$ cat config.mk
export PLATFORM = sky130hd
export DESIGN_NAME = display_scan_ctrl
export DESIGN_NICKNAME = d
export VERILOG_FILES = /design/src/rtl/display_scan_ctrl.sv
export SDC_FILE = /design/constraint.sdc
export NUM_CORES = 1
export LEC_CHECK = 0
export ABC_AREA = 1
export CAP_MARGIN = 20
export CORE_ASPECT_RATIO = 0.6
export CORE_MARGIN = 2
export CORE_UTILIZATION = 60
export DETAILED_ROUTE_END_ITERATION = 10
export DONT_BUFFER_PORTS = 1
export PLACE_DENSITY = 0.88
export SYNTH_ARGS = -nofsm -noshare
export SYNTH_HDL_FRONTEND = slang
export SYNTH_SLANG_ARGS = --single-unit
$ cat constraint.sdc
create_clock -name clk -period 3.2 [get_ports clk]
set_input_delay 0.96 -clock clk [delete_from_list [all_inputs] [get_ports clk]]
set_output_delay 0.96 -clock clk [all_outputs]
set_load 0.02 [all_outputs]
$ cat src/rtl/display_scan_ctrl.sv
// Four-digit 7-segment scan controller with frame-synchronous value commit.
// Optional leading-zero blanking is enabled by defining DISP_LZB_EN.
module display_scan_ctrl #(
    parameter int PRESCALE = 4,
    parameter int BLANK    = 1
) (
    input  logic        clk,
    input  logic        rst_n,
    input  logic        en,
    input  logic        load,
    input  logic [15:0] value,
    input  logic [3:0]  dp,
    output logic [7:0]  seg,
    output logic [3:0]  an,
    output logic [1:0]  digit,
    output logic        frame,
    output logic        upd_ack
);

    localparam int             CW      = $clog2(PRESCALE);
    localparam logic [CW-1:0]  CNT_MAX = CW'(PRESCALE - 1);

    typedef enum logic [1:0] {PH_IDLE, PH_BLANK, PH_DRIVE} phase_t;

    logic [CW-1:0] cnt_q;
    logic [1:0]    slot_q;
    logic [15:0]   disp_val_q, pend_val_q;
    logic [3:0]    disp_dp_q, pend_dp_q;
    logic          pend_q;

    logic          boundary, commit, lz_blank;
    logic [3:0]    nibble;
    phase_t        phase;
    logic [7:0]    seg_next;
    logic [3:0]    an_next;
    logic [1:0]    digit_next;

    function automatic logic [6:0] hex7(input logic [3:0] h);
        case (h)
            4'h0: hex7 = 7'h3F;  4'h1: hex7 = 7'h06;
            4'h2: hex7 = 7'h5B;  4'h3: hex7 = 7'h4F;
            4'h4: hex7 = 7'h66;  4'h5: hex7 = 7'h6D;
            4'h6: hex7 = 7'h7D;  4'h7: hex7 = 7'h07;
            4'h8: hex7 = 7'h7F;  4'h9: hex7 = 7'h6F;
            4'hA: hex7 = 7'h77;  4'hB: hex7 = 7'h7C;
            4'hC: hex7 = 7'h39;  4'hD: hex7 = 7'h5E;
            4'hE: hex7 = 7'h79;  default: hex7 = 7'h71;
        endcase
    endfunction

    assign boundary = en && (cnt_q == CNT_MAX) && (slot_q == 2'd3);
    // Disabled scanning has no frame in flight, so a pending value commits at once.
    assign commit   = pend_q && (boundary || !en);
    assign nibble   = disp_val_q[{slot_q, 2'b00} +: 4];

`ifdef DISP_LZB_EN
    always_comb begin
        case (slot_q)
            2'd3:    lz_blank = (disp_val_q[15:12] == 4'h0);
            2'd2:    lz_blank = (disp_val_q[15:8]  == 8'h00);
            2'd1:    lz_blank = (disp_val_q[15:4]  == 12'h000);
            default: lz_blank = 1'b0;
        endcase
    end
`else
    assign lz_blank = 1'b0;
`endif

    always_comb begin
        if (!en)                    phase = PH_IDLE;
        else if (int'(cnt_q) < BLANK) phase = PH_BLANK;
        else                        phase = PH_DRIVE;
    end

    // NOTE: every output of an always_comb gets a default first so no path can infer a latch.
    always_comb begin
        seg_next   = 8'h00;
        an_next    = 4'h0;
        digit_next = en ? slot_q : 2'd0;
        if (phase == PH_DRIVE) begin
            an_next  = 4'b0001 << slot_q;
            seg_next = {disp_dp_q[slot_q], lz_blank ? 7'h00 : hex7(nibble)};
        end
    end

    // NOTE: sequential state uses non-blocking assignments so every register samples pre-edge values.
    always_ff @(posedge clk or negedge rst_n) begin
        if (!rst_n) begin
            cnt_q      <= '0;
            slot_q     <= 2'd0;
            disp_val_q <= 16'h0000;
            disp_dp_q  <= 4'h0;
            pend_val_q <= 16'h0000;
            pend_dp_q  <= 4'h0;
            pend_q     <= 1'b0;
            seg        <= 8'h00;
            an         <= 4'h0;
            digit      <= 2'd0;
            frame      <= 1'b0;
            upd_ack    <= 1'b0;
        end else begin
            if (!en) begin
                cnt_q  <= '0;
                slot_q <= 2'd0;
            end else if (cnt_q == CNT_MAX) begin
                cnt_q  <= '0;
                slot_q <= slot_q + 2'd1;
            end else begin
                cnt_q  <= cnt_q + 1'b1;
            end

            if (commit) begin
                disp_val_q <= pend_val_q;
                disp_dp_q  <= pend_dp_q;
            end

            // A load in the commit cycle re-arms pend for the next boundary.
            if (load) begin
                pend_val_q <= value;
                pend_dp_q  <= dp;
                pend_q     <= 1'b1;
            end else if (commit) begin
                pend_q     <= 1'b0;
            end

            seg     <= seg_next;
            an      <= an_next;
            digit   <= digit_next;
            frame   <= boundary;
            upd_ack <= commit;
        end
    end

endmodule

* After elaboration in Yosys (flattened, before gate mapping)
Memory sizes are Yosys's and may differ from the RTL's.
Cells that the tools add are included.
** Operators by class
- $add $sub $neg :: 2
- $lt $le $gt $ge :: 2
- Equality and inequality tests :: 4
- Shifts and indexed selects :: 2
- Muxes and demuxes :: 13
- Reduce and logical (&&, ||, !) cells :: 6
** Operators with widths (number)
- $shiftx A16 B5 Y4 :: 1
- $mux W2 :: 7
- $mux W8 :: 1
- $eq A2 B2 Y1 const B :: 3
- $add A2 B1 Y2 const B :: 2
- $mux W4 :: 1
- $shl A1 B2 Y4 const A :: 1
- $logic_and A1 B1 Y1 :: 3
- $lt A2 B3 Y1 const B :: 1
- $mux W1 :: 3
- $bmux W1 S2 :: 1
- $lt A2 B1 Y1 const B :: 1
- $ne A2 B1 Y1 const B :: 1
- $reduce_bool A2 Y1 :: 1
- $logic_not A1 Y1 :: 1
- $logic_or A1 B1 Y1 :: 1
** Word-level totals
- Register bits after elaboration :: 61
- Memory bits (read-only) :: 112
- Word-level logic and storage cells :: 42
- Memories :: 1
** Memory list
- (name not given) :: words 16, width 7, rd ports 1, clocked after memory_dff 0, write ports 0, line 39 : case (h)

* Longest topological paths before layout
- Depth after elaboration :: 7
- Mapped depth :: 12
- Gate-level depth less buffers :: 11

* Worst setup path before layout
OpenSTA, ideal clock, no wires.
- Path type :: input to register
- Start point :: in en
- End point :: reg disp_val_q[10]
- Setup time :: 130 ps
- Arrival :: 1637 ps
- Path slack :: 1433 ps
- Stages :: 5
- Path buffers :: 2
- Cells stage by stage :: buf_2 > o21ai_0 > nand2_1 > clkbuf_1 > o21ai_0
** Between the ends
- Word-level cells in the longest chain between the ends :: 4
- Elaborated cells between the ends (all ways) :: 5
- Classes of those cells :: reduce/logical: 5
** RTL lines
- start: declaration :: line 9 : input logic en,
- $logic_and A1 B1 Y1 (2 in a row) :: line 51 : assign boundary = en && (cnt_q == CNT_MAX) && (slot_q == 2'd3);
- $logic_or A1 B1 Y1 * :: line 53 : assign commit = pend_q && (boundary || !en);
- $logic_and A1 B1 Y1 * :: line 53
- end signal: assignment :: line 113 : disp_val_q <= pend_val_q;
- end: declaration :: line 27 : logic [15:0] disp_val_q, pend_val_q;
Mark *: on every way between the ends. The rest lies on a longest branch, timed or not.
A chain may end at the register's enable or synchronous reset.

* Worst setup path in the final report
- Start point :: reg slot_q[0]
- End point :: reg seg[3]
** Between the ends
- Word-level cells in the longest chain between the ends :: 3
** RTL lines
- start: declaration :: line 26 : logic [1:0] slot_q;
- start signal: assignment :: line 107 : slot_q <= slot_q + 2'd1;
- $shiftx A16 B5 Y4 :: line 54 : assign nibble = disp_val_q[{slot_q, 2'b00} +: 4];
- $mem_v2 Z16 W7
- $mux W8 :: line 80 : if (phase == PH_DRIVE) begin
- named net seg_next[3] :: line 34 : logic [7:0] seg_next;
- end signal: assignment :: line 126 : seg <= seg_next;
- end: declaration :: line 13 : output logic [7:0] seg,
The timed path passes the listed nets, and every way through them passes these cells.

==> metrics <==
largest net degree at the start of global routing 62; status finished clean; htree depth 3; Post-Route WL 4950 µm; Max Cap Violations 0; CP required 3.47 ns; post-route ant nets 0; cts hold-fix bufs 0; final worst-path cycle share 0.690; Synth Area in Adders 0.0547; DR pass1 iterations 5; Initial Utilization 0.644; PD cells approximately 600 mW/mm²; die area 0.00515 mm²; Slew Limit Fails 0; Fin Clk Skew roughly 0.0078 ns; Layout area overhead 7.30%; CTS tree yes; CP Class reg2reg; clk sink count 61; combinational group share of total power 0.148; Yosys top cell area share 0.557; area fraction in and, or, nand and nor cells after synthesis 0.210; Static Leak approximately 1.5 nW; crit-path max FO 16; maximum vdd drop 0.426 mV; Reg power frac 0.523; reg2reg path depth 11; Synth Area in XOR/XNOR 0; worst min path class in2async; GRT overflow 0; initial antenna violation count 0; Net Count, Synth approximately 350; Slew HR 0.682; fmax around 450 MHz; largest family of logic cells by synthesized area simple AND/OR/NAND/NOR gates; worst reg2reg path startpoint slot_q[0]; GP Congestion 0.808; io pins 40; Yosys warning count 0; Root Buffer clkbuf_8; Port-buffer cells 0; total CTS buffers 9; Clock transition at path regs 0.06 ns; ant diodes 0; Initial DRC Count 135; top area cells in the synthesized netlist dfrtp_1 56%, nand2_1 12%, o21ai_0 8.4%, inv_1 6.2%, ha_1 5.5%; WL/cell around 13 µm; Die H 56.4 µm; synthesized area 0.00274 mm²; compound-gate portion of the synthesized area 0.0885; FF+latch count, synth 61; gr usage total 0.215; DR vias just under 2000; Die Width 91.3 µm; CP Capture Type register; final setup fails 0; Clock power frac 0.329; final core utilization 0.691; final hold vios 0; Worst setup SP type register; CTS Buffer Depth 2; switching share of total power 0.285; Worst-Margin Slew roughly 0.48 ns; post-synthesis mux area share 0; Netlist cell types 19; via-per-instance ratio 5.18; fraction of layout cells with a size suffix above 1 0.0810; first-pass GRT wire length 8450 µm; multi-input gate area in the final layout 968 µm²; largest area contributor in the synthesized netlist dfrtp_1; Reg-to-Reg End seg[3]; RSZ-0062 raised after global routing no; Syn Inst Count 318; cts repair resizes 0; DRC Markers 0; DP HPWL 3260 µm; Final nets 354; Mean Syn Cell Area between 8 and 9 µm²; # rows 18; register area share after synthesis 0.557; Fin Setup TNS 0 ns; post-CTS setup buffer count 0; Arr. time, crit path 2.47 ns; Clock Latency Late Sink approximately 0.34 ns; Tmin final between 2 and 2.5 ns; R2R setup slack 0.99 ns; Sequential Area 0.00153 mm²; Switch Pwr 0.000503 W; internal power 0.00126 W; # fillers 338; Core Region roughly 0.0043 mm²; number of global-route vias before repair 1892
-- power groups by stage --
| stage | clock, W | combinational, W | sequential, W |
|---|---|---|---|
| floorplan | 0 | 0.000213 | 0.000921 |
| global placement | 0 | 0.000236 | 0.000932 |
| detailed placement | 0 | 0.000249 | 0.000935 |
| CTS | 0.000595 | 0.000254 | 0.000921 |
| global route | 0.000631 | 0.000304 | 0.000931 |
| finish | 0.000579 | 0.000261 | 0.000921 |
-- layout by cell type, fill, tap and decap left out, drive strengths merged --
| master | synthesis | final |
|---|---|---|
| clkbuf | 6 | 12 |
| dfrtp | 61 | 61 |
| nand2 | 91 | 91 |
| nor3 | 1 | 1 |
| ha | 12 | 12 |
| a21oi | 1 | 1 |
| nor2 | 27 | 27 |
| nand3 | 18 | 18 |
| inv | 48 | 48 |
| o21ai | 46 | 46 |
| clkinv | 0 | 2 |
| buf | 6 | 1 |
| a21o | 1 | 1 |
-- routing by layer --
layer | share of wire | up-vias | global-route usage
met3 | 0.066 | 7 | 0.0846
met1 | 0.48 | 922 | 0.282
met4 | 0.013 | 0 | 0.0779
li1 | - | 972 | -
met2 | 0.45 | 73 | 0.326
met5 | 0 | - | 0
-- cell families after synthesis --
| family | count (synthesis) |
|---|---|
| compound gates | 48 |
| buf+inv | 60 |
| flops | 61 |
| simple gates | 137 |
| fa+ha+maj | 12 |
-- worst max path at each step --
stage / start / endpoint / cells after the start
after floorplan: en / disp_val_q[10] / 5
after global placement: en / disp_val_q[8] / 4
after detailed placement: slot_q[0] / disp_val_q[4] / 5
after CTS: slot_q[0] / disp_val_q[10] / 6
after global routing: slot_q[0] / seg[3] / 11
final: slot_q[0] / seg[3] / 11
-- worst max-delay path, stage by stage (launching register included) --
cell and delay (ns):
dfrtp_1 0.64, inv_2 0.23, nand2_1 0.11, nand3_1 0.07, nand2_1 0.24, inv_1 0.13, ha_1 0.28, inv_1 0.11
nand2_2 0.06, nand3_1 0.08, nand2_1 0.07, nor2_1 0.10
-- registers in the layout (all words and copies together), names as in the netlist, 2 cells and up --
register and cells:
an 4, cnt_q 2, digit 2, disp_dp_q 4, disp_val_q 16, pend_dp_q 4, pend_val_q 16, seg 8
slot_q 2
-- metrics by stage --
stage          instance area [µm²]  std cells  hold WS [ns]  power [W]  setup WS, ns
2_1_floorplan                 2740        318         0.428    0.00113          1.43
3_3_place_gp                  2750        366         0.445    0.00117          1.08
3_5_place_dp                  2750        366         0.457    0.00118         0.901
4_1_cts                       2920        380         0.298    0.00177         0.843
5_1_grt                       2940        381         0.294    0.00187         0.818
6_report                      2940        381         0.313    0.00176         0.993
-- cells in the mapped netlist --
master / n
a21oi_1: 1
dfrtp_1: 61
buf_6: 2
inv_1: 45
a21o_1: 1
clkbuf_1: 6
nor3_1: 1
ha_1: 12
nand2_1: 85
buf_2: 3
nor2_2: 1
o21ai_0: 46
inv_2: 3
nand3_1: 16
nand2_4: 2
nand2_2: 4
nor2_1: 26
nand3_2: 2
buf_4: 1
-- layout make-up --
class                           instances  share of cell area
Clock buffer                           12              0.0527
Tap cell                               60              0.0255
Clock inverter                          2             0.00340
Timing Repair Buffer                    1             0.00935
Multi-Input combinational cell        197               0.329
Sequential cell                        61               0.519
Inverter                               48              0.0612
(Power assumes the default switching activity.)
